--- config.mk ---
export PLATFORM = sky130hd
export DESIGN_NAME = l80_uart_fifo_io
export DESIGN_NICKNAME = d
export VERILOG_FILES = /design/src/rtl/l80_uart_fifo_io_pkg.sv /design/src/rtl/l80_uart_fifo_io_sync_fifo.sv /design/src/rtl/l80_uart_fifo_io.sv
export SDC_FILE = /design/constraint.sdc
export NUM_CORES = 1
export LEC_CHECK = 0
export ABC_AREA = 0
export CAP_MARGIN = 30
export CORE_AREA = 8 8 194 141
export CTS_CLUSTER_SIZE = 8
export DETAILED_ROUTE_END_ITERATION = 6
export DIE_AREA = 0 0 202 149
export GPL_TIMING_DRIVEN = 0
export PLACE_DENSITY = 0.75
export SYNTH_ARGS = -nofsm -noshare
export SYNTH_HDL_FRONTEND = slang
export SYNTH_SLANG_ARGS = --single-unit
--- constraint.sdc ---
create_clock -name clock -period 3.13 [get_ports clock]
set_clock_uncertainty 0.2 [all_clocks]
set_input_delay 0.626 -clock clock [delete_from_list [all_inputs] [get_ports clock]]
set_output_delay 0.626 -clock clock [all_outputs]
set_load 0.01 [all_outputs]
--- src/rtl/l80_uart_fifo_io_pkg.sv ---
// Shared register map, STAT/CTRL bit positions and TX drain FSM encodings for the
// light8080 UART FIFO adapter; the SOC address decoder imports the same package.
package l80_uart_fifo_io_pkg;

  localparam logic [1:0] REG_DATA  = 2'd0;
  localparam logic [1:0] REG_CTRL  = 2'd1;
  localparam logic [1:0] REG_RXCNT = 2'd2;
  localparam logic [1:0] REG_STAT  = 2'd3;

  localparam int STAT_TX_FULL   = 0;
  localparam int STAT_TX_ACTIVE = 1;
  localparam int STAT_RX_NEMPTY = 4;
  localparam int STAT_RX_FULL   = 5;
  localparam int STAT_RX_OVF    = 6;
  localparam int STAT_TX_OVF    = 7;

  localparam int CTRL_RX_IE  = 0;
  localparam int CTRL_TXE_IE = 1;
  localparam int CTRL_FLUSH  = 7;

  localparam logic [1:0] TX_IDLE    = 2'd0;
  localparam logic [1:0] TX_LOAD    = 2'd1;
  localparam logic [1:0] TX_WAIT_HI = 2'd2;
  localparam logic [1:0] TX_WAIT_LO = 2'd3;

  // Bit 4 = data available and bit 0 = cannot accept a write, so legacy polling loops keep working.
  typedef struct packed {
    logic       tx_ovf;
    logic       rx_ovf;
    logic       rx_full;
    logic       rx_nempty;
    logic [1:0] rsvd;
    logic       tx_active;
    logic       tx_full;
  } stat_t;

  function automatic logic [7:0] sat8(input logic [15:0] v);
    return (v > 16'd255) ? 8'hFF : v[7:0];
  endfunction

endpackage

--- src/rtl/l80_uart_fifo_io_sync_fifo.sv ---
// Synchronous show-ahead FIFO with flush; a push into a full FIFO is accepted only
// when a pop happens in the same cycle, otherwise it is dropped and drop_o flags it.
module l80_sync_fifo #(
  parameter int WIDTH      = 8,
  parameter int DEPTH_LOG2 = 4
) (
  input  logic                  clock,
  input  logic                  reset,
  input  logic                  flush_i,
  input  logic                  push_i,
  input  logic                  pop_i,
  input  logic [WIDTH-1:0]      din_i,
  output logic [WIDTH-1:0]      head_o,
  output logic [DEPTH_LOG2:0]   count_o,
  output logic                  full_o,
  output logic                  empty_o,
  output logic                  drop_o
);
  localparam int DEPTH = 1 << DEPTH_LOG2;

  logic [WIDTH-1:0]      mem_q [DEPTH];
  logic [DEPTH_LOG2-1:0] wr_ptr_q, rd_ptr_q;
  logic [DEPTH_LOG2:0]   cnt_q;
  logic                  do_push, do_pop;

  assign empty_o = (cnt_q == '0);
  assign full_o  = (cnt_q == (DEPTH_LOG2+1)'(DEPTH));
  assign do_pop  = pop_i & ~empty_o;
  assign do_push = push_i & (~full_o | do_pop);
  assign drop_o  = push_i & ~do_push;
  assign count_o = cnt_q;
  assign head_o  = mem_q[rd_ptr_q];

  always_ff @(posedge clock or posedge reset) begin
    if (reset) begin
      wr_ptr_q <= '0;
      rd_ptr_q <= '0;
      cnt_q    <= '0;
    end else if (flush_i) begin
      wr_ptr_q <= '0;
      rd_ptr_q <= '0;
      cnt_q    <= '0;
    end else begin
      if (do_push) wr_ptr_q <= wr_ptr_q + DEPTH_LOG2'(1);
      if (do_pop)  rd_ptr_q <= rd_ptr_q + DEPTH_LOG2'(1);
      cnt_q <= cnt_q + (DEPTH_LOG2+1)'(do_push) - (DEPTH_LOG2+1)'(do_pop);
    end
  end

  always_ff @(posedge clock) begin
    if (do_push && !flush_i) mem_q[wr_ptr_q] <= din_i;
  end

endmodule

--- src/rtl/l80_uart_fifo_io.sv ---
// IO-space UART adapter for light8080: RX/TX FIFOs, sticky overflow flags, CTRL register.
// Optional level interrupt output is built only when L80_UART_IRQ_EN is defined.
module l80_uart_fifo_io
  import l80_uart_fifo_io_pkg::*;
#(
  parameter logic [7:0] BASE_ADDR     = 8'h80,
  parameter int         RX_DEPTH_LOG2 = 4,
  parameter int         TX_DEPTH_LOG2 = 4
) (
  input  logic       clock,
  input  logic       reset,
  input  logic [7:0] cpu_addr,
  input  logic       cpu_io,
  input  logic       cpu_rd,
  input  logic       cpu_wr,
  input  logic [7:0] cpu_dout,
  output logic [7:0] io_dout,
  output logic [7:0] uart_tx_byte,
  output logic       uart_transmit,
  input  logic       uart_busy,
  input  logic [7:0] uart_rx_byte,
  input  logic       uart_received
`ifdef L80_UART_IRQ_EN
  ,
  output logic       irq
`endif
);

  logic [7:0] off;
  logic [3:0] sel;
  assign off = cpu_addr - BASE_ADDR;

  always_comb begin
    sel = '0;
    if (cpu_io && off < 8'd4) sel[off[1:0]] = 1'b1;
  end

  // Edge detect per access so a strobe held for many cycles acts once.
  logic rd_data_lvl, rd_stat_lvl, wr_data_lvl, wr_ctrl_lvl;
  logic rd_data_q, rd_stat_q, wr_data_q, wr_ctrl_q;
  logic rd_data_p, rd_stat_p, wr_data_p, wr_ctrl_p;

  assign rd_data_lvl = cpu_rd & sel[REG_DATA];
  assign rd_stat_lvl = cpu_rd & sel[REG_STAT];
  assign wr_data_lvl = cpu_wr & sel[REG_DATA];
  assign wr_ctrl_lvl = cpu_wr & sel[REG_CTRL];
  assign rd_data_p   = rd_data_lvl & ~rd_data_q;
  assign rd_stat_p   = rd_stat_lvl & ~rd_stat_q;
  assign wr_data_p   = wr_data_lvl & ~wr_data_q;
  assign wr_ctrl_p   = wr_ctrl_lvl & ~wr_ctrl_q;

  logic [6:0] ctrl_q;
  logic       flush;
  assign flush = wr_ctrl_p & cpu_dout[CTRL_FLUSH];

  logic [7:0]             rx_head, tx_head;
  logic [RX_DEPTH_LOG2:0] rx_cnt;
  logic [TX_DEPTH_LOG2:0] tx_cnt;
  logic rx_full, rx_empty, rx_drop, tx_full, tx_empty, tx_drop;
  logic [1:0] state_q, state_d;
  logic [1:0] wcnt_q, wcnt_d;
  logic       tx_pop;

  assign tx_pop = (state_q == TX_LOAD);

  l80_sync_fifo #(.WIDTH(8), .DEPTH_LOG2(RX_DEPTH_LOG2)) u_rx_fifo (
    .clock(clock), .reset(reset), .flush_i(flush),
    .push_i(uart_received), .pop_i(rd_data_p), .din_i(uart_rx_byte),
    .head_o(rx_head), .count_o(rx_cnt), .full_o(rx_full), .empty_o(rx_empty),
    .drop_o(rx_drop)
  );

  l80_sync_fifo #(.WIDTH(8), .DEPTH_LOG2(TX_DEPTH_LOG2)) u_tx_fifo (
    .clock(clock), .reset(reset), .flush_i(flush),
    .push_i(wr_data_p), .pop_i(tx_pop), .din_i(cpu_dout),
    .head_o(tx_head), .count_o(tx_cnt), .full_o(tx_full), .empty_o(tx_empty),
    .drop_o(tx_drop)
  );

  logic rx_ovf_q, tx_ovf_q, tx_active;
  assign tx_active = ~tx_empty | (state_q != TX_IDLE) | uart_busy;

  stat_t stat;
  assign stat = '{tx_ovf: tx_ovf_q, rx_ovf: rx_ovf_q, rx_full: rx_full,
                  rx_nempty: ~rx_empty, rsvd: 2'b00, tx_active: tx_active,
                  tx_full: tx_full};

  logic [7:0] io_dout_q, io_dout_d;
  always_comb begin
    io_dout_d = io_dout_q;
    if (sel[REG_DATA])       io_dout_d = rx_empty ? 8'h00 : rx_head;
    else if (sel[REG_CTRL])  io_dout_d = {1'b0, ctrl_q};
    else if (sel[REG_RXCNT]) io_dout_d = sat8(16'(rx_cnt));
    else if (sel[REG_STAT])  io_dout_d = stat;
  end

  // WAIT_HI gives up after 4 cycles so a uart that never asserts busy cannot stall the drain.
  always_comb begin
    state_d = state_q;
    wcnt_d  = wcnt_q;
    case (state_q)
      TX_IDLE:    if (!tx_empty) state_d = TX_LOAD;
      TX_LOAD: begin
        state_d = TX_WAIT_HI;
        wcnt_d  = '0;
      end
      TX_WAIT_HI: begin
        if (uart_busy)            state_d = TX_WAIT_LO;
        else if (wcnt_q == 2'd3)  state_d = TX_IDLE;
        else                      wcnt_d  = wcnt_q + 2'd1;
      end
      default:    if (!uart_busy) state_d = TX_IDLE;
    endcase
  end

  logic [7:0] tx_byte_q;

  always_ff @(posedge clock or posedge reset) begin
    if (reset) begin
      rd_data_q <= 1'b0;
      rd_stat_q <= 1'b0;
      wr_data_q <= 1'b0;
      wr_ctrl_q <= 1'b0;
      ctrl_q    <= '0;
      rx_ovf_q  <= 1'b0;
      tx_ovf_q  <= 1'b0;
      io_dout_q <= 8'h00;
      state_q   <= TX_IDLE;
      wcnt_q    <= '0;
      tx_byte_q <= 8'h00;
    end else begin
      rd_data_q <= rd_data_lvl;
      rd_stat_q <= rd_stat_lvl;
      wr_data_q <= wr_data_lvl;
      wr_ctrl_q <= wr_ctrl_lvl;
      if (wr_ctrl_p) ctrl_q <= cpu_dout[6:0];
      rx_ovf_q  <= rx_drop | (rx_ovf_q & ~rd_stat_p);
      tx_ovf_q  <= tx_drop | (tx_ovf_q & ~rd_stat_p);
      io_dout_q <= io_dout_d;
      state_q   <= state_d;
      wcnt_q    <= wcnt_d;
      // Capture on entry to LOAD so the byte is stable while the start pulse is high.
      if (state_q == TX_IDLE && !tx_empty) tx_byte_q <= tx_head;
    end
  end

  assign io_dout       = io_dout_q;
  assign uart_tx_byte  = tx_byte_q;
  assign uart_transmit = (state_q == TX_LOAD);

`ifdef L80_UART_IRQ_EN
  logic irq_q;
  always_ff @(posedge clock or posedge reset) begin
    if (reset) irq_q <= 1'b0;
    else        irq_q <= (ctrl_q[CTRL_RX_IE] & ~rx_empty) |
                         (ctrl_q[CTRL_TXE_IE] & ~tx_active) | rx_ovf_q;
  end
  assign irq = irq_q;
`endif

endmodule

# == Word level (Yosys, flattened, before mapping) ==
# Memory sizes are Yosys's and may differ from the RTL's. A register that Yosys moved wholly into a read port is not among the register bits.
# Cells that the tools add are included.
# Widths: inputs -> output; s select.
# totals
n_memories,2
output_inout_bits,17
word_cells,124
regBits,51
in_bits,31
ram_bits,256
# memory_table
name,words,width,read_ports,rd_ports_with_merged_regs,write_ports,line,rtl
u_rx_fifo.mem_q,16,8,1,0,1,l80_uart_fifo_io_sync_fifo.sv:21,logic [WIDTH-1:0] mem_q [DEPTH];
u_tx_fifo.mem_q,16,8,1,1,1,l80_uart_fifo_io_sync_fifo.sv:21,
# classes
bitwise_logic,34
add_sub_neg,10
eq_ne,10
mux,30
n_lt_le_gt_ge,3
reduce_logical,19
# op_table
cell,n
$mux 8,5
$mux 4,9
$and 1x1->1,17
$add 4x1->4 const B,4
$mux 2,6
$reduce_bool 2->1,6
$not 1->1,11
$add 5x1->5,2
$eq 5x5->1 const B,2
$logic_not 5->1,2
$mux 5,2
$sub 5x1->5,2
$lt 8x3->1 const B,1
$sub 8x8->8 const B,1
$ne 2x2->1 const B,3
$or 1x1->1,6
$pmux 2 s3,1
$reduce_and 3->1,2
$logic_and 1x1->1,5
$mux 1,5
$eq 2x2->1 const B,2
$ne 4x1->1 const B,1
$pmux 2 s2,1
$reduce_bool 4->1,1
8 further kinds,9

# == Longest topological paths before layout ==
# depth
depth_word,14
depth_mapped,14
mapped_depth_nobuf,14

# == By module ==
# Synthesis repeated with hierarchy kept, for this count alone.
# unflattened
hier_cells,812
hier_area_um2,13455.4
# modules_own_cells
mod,cells_each,area_per_inst_um2,seq_area_each_um2,n_inst
l80_sync_fifo (u_rx_fifo),340,5923.2,4169.0,1
l80_sync_fifo (u_tx_fifo),340,5915.7,4169.0,1
l80_uart_fifo_io,132,1616.6,825.8,1

# == Worst setup path before layout ==
# OpenSTA, ideal clock, no wires.
# synth_path
path_kind,register to register
start,"register u_tx_fifo.cnt_q[3], in the netlist u_tx_fifo.count_o[3]"
end,"register u_tx_fifo.cnt_q[4], in the netlist u_tx_fifo.count_o[4]"
path_slack_ns,0.120
period_less_slack_ns,3.010
path_buffers,0
t_arrival_ns,2.732
path_stages_with_launch,13
required_time_ns,2.852
setup_ns,0.078
cell_sequence,dfrtp_1 inv_1 ha_1 nor4b_1 nor2_1 ha_1 inv_1 ha_1 fa_1 a21oi_1 nor2_1 or3_1 a21oi_1
# synth_between
elab_chain_len,8
elab_cells_between_ends,10
classes_between,add/sub (2); eq/ne (1); mux (1); bitwise (5); reduce/logical (1)
# synth_lines
item,line,rtl
from (decl),l80_uart_fifo_io_sync_fifo.sv:23,logic [DEPTH_LOG2:0] cnt_q;
from (signal assigned),l80_uart_fifo_io_sync_fifo.sv:46,cnt_q <= cnt_q + (DEPTH_LOG2+1)'(do_push) - (DEPTH_LOG2+1)'(do_pop);
$logic_not 5->1,l80_uart_fifo_io_sync_fifo.sv:26,assign empty_o = (cnt_q == '0);
$not 1->1,l80_uart_fifo_io_sync_fifo.sv:28,assign do_pop = pop_i & ~empty_o;
$and 1x1->1,l80_uart_fifo_io_sync_fifo.sv:28,
$or 1x1->1,l80_uart_fifo_io_sync_fifo.sv:29,assign do_push = push_i & (~full_o | do_pop);
$and 1x1->1,l80_uart_fifo_io_sync_fifo.sv:29,
$add 5x1->5,l80_uart_fifo_io_sync_fifo.sv:46,
$sub 5x1->5 *,l80_uart_fifo_io_sync_fifo.sv:46,
$mux 5 *,l80_uart_fifo_io_sync_fifo.sv:39,end else if (flush_i) begin
# Every way passes the cells marked *; elsewhere a longest branch is shown, timed or not.
# A chain may end at the register's enable or synchronous reset.

# == Final worst setup path ==
# layout_path
start,input cpu_addr[6]
end,"register u_tx_fifo.cnt_q[4], in the netlist u_tx_fifo.count_o[4]"
# layout_between
elab_chain_len,10
elab_cells_between_ends,13
classes_between,add/sub (3); order compare (1); mux (2); bitwise (6); reduce/logical (1)
# layout_lines
item,line,rtl
from (decl),l80_uart_fifo_io.sv:12,"input logic [7:0] cpu_addr,"
$sub 8x8->8 *,l80_uart_fifo_io.sv:31,assign off = cpu_addr - BASE_ADDR;
$lt 8x3->1 *,l80_uart_fifo_io.sv:35,if (cpu_io && off < 8'd4) sel[off[1:0]] = 1'b1;
$logic_and 1x1->1 *,l80_uart_fifo_io.sv:35,
$mux 4 *,l80_uart_fifo_io.sv:35,
$and 1x1->1,l80_uart_fifo_io.sv:45,assign wr_data_lvl = cpu_wr & sel[REG_DATA];
$and 1x1->1,l80_uart_fifo_io.sv:49,assign wr_data_p = wr_data_lvl & ~wr_data_q;
$and 1x1->1,l80_uart_fifo_io_sync_fifo.sv:29,
$add 5x1->5,l80_uart_fifo_io_sync_fifo.sv:46,
$sub 5x1->5,l80_uart_fifo_io_sync_fifo.sv:46,
$mux 5 *,l80_uart_fifo_io_sync_fifo.sv:39,
# Marks and branches as above.

==> impl_metrics.py <==
metrics = {
    "synthesis": {
        "synthDistinctLibCells": 60,
        "synth_edf_count": 256,
        "synth_cells": 747,
        "ys_top_cells_by_area": "edfxtp_1 59%, dfrtp_1 11%, mux4_2 11%",
        "synth_flop_cell": "edfxtp_1",
        "postSynthAreaPerCell_um2": 17.5,
        "synth_top_area_frac": 0.587,
        "synthesis.nets": 803,
        "synthArstFlopShare": 0.187,
        "seq_area_frac_synth": 0.699,
        "yosys_warnings": 0,
        "yosys.area.top_type": "edfxtp_1",
        "synth_area_mm2": 0.0131,
        "synth-seq-cells": 315,
    },
    "global_routing": {
        "use_met2": 0.301,
        "grt_pass1_vias": 7789,
        "grt_use_met1": 0.282,
        "grt_first_pass_wirelength_mm": 45.6,
        "grt_use_met3": 0.0532,
        "busiest_layer": "met2",
        "grt_max_degree": 40,
        "antenna_found_initial": 0,
        "overflow": 0,
        "grt_usage": 0.198,
    },
    "clocking": {
        "clk_path_buf_depth": 3,
        "clk_latency_ns": 0.53,
        "numCtsBuffers": 45,
        "htreeDepth": 2,
        "cts-root-buf": "clkbuf_16",
        "clk_pin_slew_ns": 0.05,
        "cts_tree": "done",
        "clock_sinks": 315,
    },
    "finish": {
        "fillers": 1609,
        "stdcell_count": 1200,
        "insertedDiodeCount": 0,
        "nets": 903,
        "area_growth_pct": 18.0,
        "layout-drive-gt1-share": 0.207,
    },
    "route": {
        "drc": 0,
        "routed_wl_mm": 29.7,
        "vias_per_cell": 6.19,
        "ant_nets": 0,
        "dr.pass1.iters": 5,
        "drt_iter0_markers": 677,
        "wl_per_cell_um": 24.7,
        "via_count": 7426,
    },
    "sta": {
        "hold_slack_ns": 0.269,
        "relSlewSlack": 0.416,
        "worst_pin_slew_ns": 0.875,
        "finalCritPeriodShare": 0.995,
        "finalSetupViolations": 0,
        "fmax_ghz": 0.321,
        "min_period_ns": 3.11,
        "rsz0062_at_grt": "yes",
        "tns_ns": 0,
        "fin_ws_ns": 0.0169,
        "slew_viol_final": 0,
        "hold_viol": 0,
    },
    "worst_setup_path": {
        "r2r_cells": 12,
        "rrSetupSlack_ns": 0.04,
        "cp-start-kind": "input port",
        "cp_top_family": "simple AND/OR/NAND/NOR gates",
        "cp_max_fo": 9,
        "slowest_delay_ns": 0.47,
        "crit_type": "in -> reg",
        "worstPathCellList": "clkdlybuf4s50_1 -> and4bb_1 -> clkbuf_4 -> nand4_1 -> nor2_1 -> ha_1 -> fa_1 -> a21oi_1 -> nor2_1 -> or3_1 -> a21oi_1",
        "cp-startpoint": "cpu_addr[6]",
        "cp_num_buf_inv": 2,
        "end_kind": "flop",
        "worstPathRequired_ns": 3.37,
        "reg2reg_from": "u_tx_fifo.count_o[2]",
        "cp_slowest_cell": "clkdlybuf4s50_1",
        "worstReg2RegEnd": "u_tx_fifo.count_o[4]",
        "cp.arrival_ns": 3.35,
    },
    "floorplan": {
        "die_h_um": 149,
        "pin_count": 48,
        "chipWidth_um": 202,
        "rows": 48,
        "fp.coreArea_mm2": 0.0242,
        "start_util": 0.541,
        "dieArea_mm2": 0.0301,
    },
    "outcome": {
        "status": "completed",
    },
    "job": {
        "cap_violations": 0,
    },
    "placement": {
        "dp.cells": 1120,
        "dp_slack_ns": -0.898,
        "place_hpwl_mm": 19.5,
        "place_congestion": 0.903,
        "port_buffers": 46,
    },
    "power": {
        "irDropWorstVdd_v": 0.000478,
        "power_mw": 12.5,
        "powerDensity_mw_per_mm2": 811,
        "p_leak_nw": 5.43,
    },
    "min_path": {
        "hold_path.class": "in -> async",
    },
}
## logic make-up after synthesis
group,count (synthesis),share of synthesized area
buffers and inverters,57,0.0202
muxes,96,0.140
and+or+nand+nor,160,0.0664
DFF,315,0.699
xor gates and xnor gates,8,0.00535
AOI/OAI and AO/OA,86,0.0439
adders and majority gates,25,0.0250
## worst max-delay path by stage
| stage | to | slack, ns | cells past startpoint |
|---|---|---|---|
| detailed placement | u_rx_fifo.count_o[4] | -0.90 | 11 |
| floorplan | u_tx_fifo.count_o[4] | 0.12 | 12 |
| global placement | u_rx_fifo.mem_q[11][6] | -0.96 | 5 |
| global route | u_tx_fifo.count_o[4] | -0.09 | 11 |
| finish | u_tx_fifo.count_o[4] | 0.02 | 11 |
| CTS | u_tx_fifo.count_o[4] | 0.004 | 12 |
## area by class of cell
type,count,area (µm²),share of cell area
buffer,33,179,0.0116
clock buffer,72,1250,0.0807
clock inverter,3,43.8,0.00283
inverter,24,90.1,0.00583
multi-input combinational,375,3810,0.246
sequential,315,9160,0.593
tap,325,407,0.0263
timing repair buffer,53,526,0.0340
## cell usage after synthesis, drive strengths merged (4+ instances only)
master,n
a31oi,4
o21ai,24
nand2b,4
and4,6
inv,24
buf,21
nor4,4
ha,23
nor3,9
a22o,10
nand2,29
nor2,43
mux2,9
or3,5
xnor2,5
and2,16
a21oi,18
nand3,12
a21o,4
edfxtp,256
a221oi,4
clkbuf,12
a2bb2oi,8
nand4,7
nor2b,8
dfrtp,59
mux2i,20
mux4,67
## metrics by stage
stage	area [µm²]	util
finish	15500	0.639
global route	15500	0.639
CTS	15400	0.635
detailed placement	14000	0.578
global placement	14000	0.577
floorplan	13100	-
## metal layers
metal / vias up / share of wire / wire [µm]
li1: 3170 / - / -
met1: 3879 / 0.44 / 13100
met2: 329 / 0.46 / 13600
met3: 48 / 0.087 / 2590
met4: 0 / 0.015 / 448
met5: - / 0 / 0
## repair_timing
| item | in CTS | in global routing |
|---|---|---|
| pin swaps | 2 | 0 |
| gates resized for setup | 13 | 23 |
| hold buffers | 0 | 0 |
| setup endpoints to repair | 54 | 127 |
| setup buffers | 2 | 3 |
## registers in the layout (all words and copies together) (netlist names), 4 cells and up
signal and flops:
u_rx_fifo.wr_ptr_q 4, u_rx_fifo.mem_q 128, ctrl_q 7, io_dout 8, u_tx_fifo.mem_q 128, u_rx_fifo.rd_ptr_q 4
uart_tx_byte 8, u_rx_fifo.count_o 5, u_tx_fifo.count_o 5, u_tx_fifo.wr_ptr_q 4, u_tx_fifo.rd_ptr_q 4
## cells in the final DEF (no fill, tap or decap), types with 3 or more instances in the layout
| master | netlist | layout |
|---|---|---|
| buf_1 | 4 | 3 |
| a221oi_1 | 4 | 4 |
| mux4_1 | 5 | 5 |
| clkbuf_1 | 12 | 38 |
| mux4_2 | 62 | 62 |
| and2_1 | 16 | 16 |
| nor3_1 | 8 | 5 |
| inv_2 | 0 | 3 |
| a22oi_1 | 3 | 3 |
| nand2_1 | 28 | 28 |
| clkbuf_16 | 0 | 46 |
| a2bb2oi_1 | 8 | 8 |
| and3_1 | 3 | 3 |
| buf_4 | 1 | 7 |
| nand4_1 | 7 | 7 |
| a31oi_1 | 4 | 4 |
| nor4_1 | 4 | 4 |
| inv_1 | 24 | 21 |
| nor2b_1 | 8 | 7 |
| mux2i_1 | 20 | 20 |
| edfxtp_1 | 256 | 256 |
| xnor2_1 | 5 | 5 |
| ha_1 | 23 | 22 |
| a21o_1 | 4 | 4 |
| clkdlybuf4s50_1 | 0 | 46 |
| nand3_1 | 12 | 12 |
| nor2_2 | 1 | 14 |
| and4_1 | 6 | 6 |
| or3_1 | 5 | 5 |
| xor2_1 | 3 | 3 |
| o21ai_0 | 24 | 24 |
| a22o_1 | 10 | 10 |
| mux2_2 | 9 | 9 |
| dfrtp_1 | 59 | 59 |
| nand2b_1 | 4 | 4 |
| a21oi_1 | 18 | 17 |
| nor2_1 | 42 | 28 |
| buf_2 | 13 | 13 |
## power by group
group	total, mW	switching, mW	internal, mW
Sequential	5.22	0.258	4.96
Combinational	2.93	1.56	1.37
Clock	4.40	1.69	2.71
Note: power is estimated with default switching activity, not from simulation.
